**config.mk**
```make
export PLATFORM = sky130hd
export DESIGN_NAME = ram_fifo_ctrl
export DESIGN_NICKNAME = d
export VERILOG_FILES = /design/src/rtl/ram_fifo_pkg.sv /design/src/rtl/ram_fifo_outbuf.sv /design/src/rtl/ram_fifo_ctrl.sv
export SDC_FILE = /design/constraint.sdc
export NUM_CORES = 1
export LEC_CHECK = 0
export CORE_UTILIZATION = 30
export CTS_BUF_LIST = sky130_fd_sc_hd__clkbuf_2 sky130_fd_sc_hd__clkbuf_4 sky130_fd_sc_hd__clkbuf_8
export DETAILED_ROUTE_END_ITERATION = 10
export PLACE_DENSITY = 0.66
export SYNTH_ARGS = -nofsm -noshare
export SYNTH_HDL_FRONTEND = slang
export SYNTH_SLANG_ARGS = --single-unit
```
**constraint.sdc**
```tcl
create_clock -name CLK -period 3 [get_ports CLK]
set_input_delay 0.45 -clock CLK [delete_from_list [all_inputs] [get_ports CLK]]
set_output_delay 0.45 -clock CLK [all_outputs]
set_load 0.01 [all_outputs]
```
**src/rtl/ram_fifo_pkg.sv**
```systemverilog
// Shared sizing helpers for the RAM-backed FIFO controller and its output skid buffer.
package ram_fifo_pkg;

  localparam int BUF_DEPTH = 2;
  localparam int BUF_CNT_W = 2;

  function automatic int depth_of(input int addr_w);
    return 2 ** addr_w;
  endfunction

  // One extra pointer bit distinguishes full from empty when the indices match.
  function automatic int ptr_w(input int addr_w);
    return addr_w + 1;
  endfunction

  // Count spans RAM depth plus the buffer/in-flight words, so 0..DEPTH+2.
  function automatic int cnt_w(input int addr_w);
    return addr_w + 2;
  endfunction

endpackage

```
**src/rtl/ram_fifo_outbuf.sv**
```systemverilog
// Two-entry first-word-fall-through buffer fed by the registered RAM read port.
module ram_fifo_outbuf
  import ram_fifo_pkg::*;
#(
  parameter int DATA_W = 8
) (
  input  logic                 i_clk,
  input  logic                 i_rst_n,
  input  logic                 i_fill,
  input  logic [DATA_W-1:0]    i_fill_data,
  input  logic                 i_pop,
  output logic [DATA_W-1:0]    o_data,
  output logic                 o_valid,
  output logic [BUF_CNT_W-1:0] o_cnt
);

  logic [DATA_W-1:0]    r_mem [BUF_DEPTH];
  logic                 r_head;
  logic [BUF_CNT_W-1:0] r_cnt;
  logic                 w_pop;
  logic                 w_wr_idx;

  assign w_pop    = i_pop & (r_cnt != '0);
  // Slot after the last valid entry; the upstream issue logic guarantees it is free.
  assign w_wr_idx = r_head ^ r_cnt[0];

  always_ff @(posedge i_clk or negedge i_rst_n) begin
    if (!i_rst_n) begin
      r_head <= 1'b0;
      r_cnt  <= '0;
    end else begin
      if (w_pop) r_head <= ~r_head;
      r_cnt <= r_cnt + BUF_CNT_W'(i_fill) - BUF_CNT_W'(w_pop);
    end
  end

  always_ff @(posedge i_clk) begin
    if (i_fill) r_mem[w_wr_idx] <= i_fill_data;
  end

  assign o_valid = (r_cnt != '0);
  assign o_data  = o_valid ? r_mem[r_head] : '0;
  assign o_cnt   = r_cnt;

endmodule

```
**src/rtl/ram_fifo_ctrl.sv**
```systemverilog
// Streaming FIFO controller around an external dual-port RAM (port 1 write, port 2 read).
module ram_fifo_ctrl
  import ram_fifo_pkg::*;
#(
  parameter int IN_DATA_WIDTH = 8,
  parameter int ADDR_WIDTH    = 6
) (
  input  logic                     CLK,
  input  logic                     RST_n,
  input  logic [IN_DATA_WIDTH-1:0] In_Data,
  input  logic                     In_Valid,
  output logic                     In_Ready,
  output logic [IN_DATA_WIDTH-1:0] Out_Data,
  output logic                     Out_Valid,
  input  logic                     Out_Ready,
  output logic [IN_DATA_WIDTH-1:0] RAM_Data_1,
  output logic [ADDR_WIDTH-1:0]    RAM_Address_1,
  output logic                     RAM_WE_1,
  output logic [IN_DATA_WIDTH-1:0] RAM_Data_2,
  output logic [ADDR_WIDTH-1:0]    RAM_Address_2,
  output logic                     RAM_WE_2,
  input  logic [IN_DATA_WIDTH-1:0] RAM_Output_2,
  output logic [ADDR_WIDTH+1:0]    Count,
  output logic                     Full,
  output logic                     Empty
);

  localparam int DEPTH = depth_of(ADDR_WIDTH);
  localparam int PTR_W = ptr_w(ADDR_WIDTH);
  localparam int CNT_W = cnt_w(ADDR_WIDTH);

  logic [PTR_W-1:0]     r_wr_ptr;
  logic [PTR_W-1:0]     r_rd_ptr;
  logic                 r_pend;
  logic [CNT_W-1:0]     r_count;
  logic [PTR_W-1:0]     w_ram_used;
  logic [BUF_CNT_W-1:0] w_buf_cnt;
  logic [BUF_CNT_W:0]   w_occ;
  logic                 w_push;
  logic                 w_pop;
  logic                 w_issue;
  logic                 w_out_valid;

  assign w_ram_used = r_wr_ptr - r_rd_ptr;
  assign In_Ready   = (w_ram_used != PTR_W'(DEPTH));
  // Reset is folded in so the RAM never sees a write strobe while RST_n is low.
  assign w_push     = In_Valid & In_Ready & RST_n;
  assign w_pop      = w_out_valid & Out_Ready;

  // Buffer slots committed after this edge: held words plus the in-flight read, minus a pop.
  assign w_occ   = {1'b0, w_buf_cnt} + (BUF_CNT_W+1)'(r_pend) - (BUF_CNT_W+1)'(w_pop);
  assign w_issue = (w_ram_used != '0) && (w_occ < (BUF_CNT_W+1)'(BUF_DEPTH));

  always_ff @(posedge CLK or negedge RST_n) begin
    if (!RST_n) begin
      r_wr_ptr <= '0;
      r_rd_ptr <= '0;
      r_pend   <= 1'b0;
      r_count  <= '0;
    end else begin
      if (w_push)  r_wr_ptr <= r_wr_ptr + 1'b1;
      if (w_issue) r_rd_ptr <= r_rd_ptr + 1'b1;
      r_pend  <= w_issue;
      r_count <= r_count + CNT_W'(w_push) - CNT_W'(w_pop);
    end
  end

  ram_fifo_outbuf #(
    .DATA_W (IN_DATA_WIDTH)
  ) u_outbuf (
    .i_clk       (CLK),
    .i_rst_n     (RST_n),
    .i_fill      (r_pend),
    .i_fill_data (RAM_Output_2),
    .i_pop       (w_pop),
    .o_data      (Out_Data),
    .o_valid     (w_out_valid),
    .o_cnt       (w_buf_cnt)
  );

  assign Out_Valid     = w_out_valid;
  assign RAM_WE_1      = w_push;
  assign RAM_Address_1 = r_wr_ptr[ADDR_WIDTH-1:0];
  assign RAM_Data_1    = In_Data;
  assign RAM_Data_2    = '0;
  assign RAM_WE_2      = 1'b0;
  assign RAM_Address_2 = r_rd_ptr[ADDR_WIDTH-1:0];
  assign Count         = r_count;
  assign Full          = ~In_Ready;
  assign Empty         = (r_count == '0);

endmodule

```
==> results.yml <==
pwr:
  power_density_mw_per_mm2: 1270
  leakage_nw: 1.46
  max-vdd-ir-drop_mv: 0.639
  power.total_mw: 4.18
critical_path:
  cp_slowest_cell: "dfrtp_1"
  endpoint_kind: "register"
  crit_type: "reg2reg"
  crit_family: "compound AO/OA/AOI/OAI gates"
  start_kind: "register"
  crit_arrival_ps: 3260
  path_buf_inv: 3
  crit_fanout: 4
  critical_path.max_stage_delay_ps: 400
  crit_chain: "ha_2 > or2_4 > o221a_4 > o41ai_4 > xnor2_2 > a31oi_4 > buf_6 > ha_4 > inv_2 > fa_2 > inv_2 > a21oi_2 > nor2_1 > o21ai_1 > a21oi_1 > nor2_1 > xnor2_1"
  crit_required_ps: 3190
cells_and_area:
  fin_area_sq_mm: 0.00328
  fin_nets: 321
  fillers: 738
  final_util_pct: 41.6
  drive_above_1_share_pct: 22.6
  syn_to_final_growth_pct: 30.8
  layout_commonest_cell: "clkdlybuf4s50_1"
  final_cell_mix: "41 x clkdlybuf4s50_1, 27 x buf_4, 26 x dfrtp_1"
  num_antenna_cells: 0
sta:
  clock.fmax_mhz: 326
  setup_viol: 2
  relSlewSlack_pct: 54.4
  rsz0062_at_grt: "yes"
  fin_crit_sh_pct: 102
  skew_ps: 8.71
  tightestPinTransition_ps: 683
  setup_ws_ps: -69.8
  drv_slew: 0
  period_minus_slack_ps: 3070
  tns_ps: -87.8
  hold_violations: 0
routing:
  vias_per_cell: 4.35
  drc: 0
  drtPass1Iterations: 4
  drtAntennaViolNets: 0
  vias: 1656
  wire_per_inst_microns: 12.2
  detail_route.iter0.violations: 15
  wl_mm: 4.64
place:
  place_hpwl_mm: 3.42
  port_buffers: 44
  placed_cell_area_sq_mm: 0.00306
  gp_congestion: 0.790
hold_path:
  hold_path.class: "reg2reg"
status:
  violations: "setup timing"
  outcome: "finished with violations"
die:
  chipWidth_microns: 93.4
  pin_count: 70
  start_util_pct: 31.8
  row_count: 32
  die_area_sq_mm: 0.00873
  die-height_microns: 93.4
  coreArea_sq_mm: 0.00789
synthesis:
  syn_inst: 220
  yosysUniqueCellTypes: 38
  syn_area_sq_mm: 0.00251
  async_flop_share_pct: 61.9
  ys_seq_elements: 42
  yosysWarningCount: 0
  ys_seq_area_share_pct: 45.1
  synth_flop_cell: "dfrtp_1"
  synth_edf_count: 16
  avgSynthCellArea_sq_um: 11.4
clock_tree:
  cts_tree: "built"
  clkSinkCount: 42
  htree_levels: 2
  cts_max_path_buffers: 2
  path_clk_slew_ps: 90
  cts-root-buf: "clkbuf_8"
  insertion_delay_ps: 300
  cts-buffers-inserted: 5
global_route:
  top_usage_layer: "met2"
  gr-usage-all-layers_pct: 11.7
  antenna_found_initial: 0
  grt_max_degree: 27
  grt_pass1_wl_mm: 7.91
  grt-ovfl-total: 0
  use_met1_pct: 13.8
  use_met3_pct: 2.76
  grt_use_met2_pct: 20.9
  grt_pass1_vias: 1731
flow_run:
  drv_cap: 0
## worst register-to-register path, cell delays in order, from the launching register on
cell	delay, ps
dfrtp_1	400
ha_2	200
or2_4	250
o221a_4	250
o41ai_4	280
xnor2_2	130
a31oi_4	160
buf_6	120
ha_4	120
inv_2	30
fa_2	340
inv_2	60
a21oi_2	40
nor2_1	110
o21ai_1	90
a21oi_1	160
nor2_1	80
xnor2_1	120
## what timing repair did
| action | CTS | global route |
|---|---|---|
| endpoints found under the setup margin | 5 | 7 |
| pin swaps | 7 | 9 |
| hold endpoints to repair | 0 | 0 |
| resized for setup | 11 | 10 |
| setup buffers | 8 | 3 |
| hold buffers | 0 | 0 |
## synthesized netlist by cell type (all sizes together), types with 3 or more instances
| cell | number | area (sq um) |
|---|---|---|
| nand4 | 8 | 50.1 |
| nor2 | 15 | 56.3 |
| edfxtp | 16 | 480 |
| buf | 29 | 218 |
| mux2i | 8 | 80.1 |
| dfrtp | 26 | 651 |
| nor2b | 3 | 18.8 |
| a21oi | 6 | 33.8 |
| xnor2 | 18 | 158 |
| ha | 21 | 263 |
| xor2 | 7 | 61.3 |
| nor3 | 3 | 15.0 |
| nand2 | 4 | 15.0 |
| and3 | 3 | 18.8 |
| inv | 26 | 97.6 |
| o21ai | 4 | 23.8 |
## metal layers
layer / wire, microns / vias to the layer above
met1: 2020 / 789
met4: 40 / 0
li1: - / 825
met5: 0 / -
met2: 2380 / 37
met3: 206 / 5
## kinds of logic after synthesis
family          after synthesis  synth area share, %
compound gates               20                 8.53
xor+xnor                     25                 8.73
fa+ha+maj                    23                 12.1
buf+inv                      56                 12.7
flops                        42                 45.1
mux                           9                 3.64
other cells                   1                0.150
simple gates                 44                 9.03
## power breakdown
part,leakage (nW),internal [mW],switching [mW]
logic,0.957,1.47,1.30
clock network,0.0408,0.167,0.217
registers,0.465,0.850,0.172
## metrics by stage
stage,setup WS [ps],cells,hold slack [ps]
after detailed placement,-66.1,365,499
after global placement,12.9,365,483
final,-69.8,381,506
after global routing,-258,381,546
after CTS,-181,381,513
after floorplan,-188,228,154
## sequential cells by signal, indices dropped and copies added (netlist names)
| name | cells |
|---|---|
| u_outbuf.r_head | 1 |
| r_rd_ptr | 7 |
| Count | 8 |
| u_outbuf.r_mem | 16 |
| r_wr_ptr | 7 |
| u_outbuf.o_cnt | 2 |
| r_pend | 1 |
## final timing paths
| kind | to | cells after the start | start | slack (ps) |
|---|---|---|---|---|
| min in group asynchronous | Count[4]$_DFF_PN0_ | 2 | RST_n | 570 |
| worst min-delay path | r_rd_ptr[6]$_DFFE_PN0P_ | 1 | r_rd_ptr[6]$_DFFE_PN0P_ | 510 |
| worst max-delay path | Count[6]$_DFF_PN0_ | 17 | r_wr_ptr[2]$_DFFE_PN0N_ | -70 |
| worst min register to register | r_rd_ptr[6]$_DFFE_PN0P_ | 1 | r_rd_ptr[6]$_DFFE_PN0P_ | 510 |
| worst max register to register | Count[6]$_DFF_PN0_ | 17 | r_wr_ptr[2]$_DFFE_PN0N_ | -70 |
| max in group asynchronous | r_rd_ptr[3]$_DFFE_PN0P_ | 2 | RST_n | 2160 |
## final cells by class
cell class | count | area, sq um | area share (%)
Clock buffer | 5 | 68.8 | 2.10
Multi-Input combinational cell | 130 | 1160 | 35.3
Sequential cell | 42 | 1130 | 34.5
Tap cell | 102 | 128 | 3.89
Timing Repair Buffer | 73 | 673 | 20.5
Inverter | 26 | 97.6 | 2.97
Clock inverter | 3 | 23.8 | 0.725
Note: power is estimated with default switching activity, not from simulation.
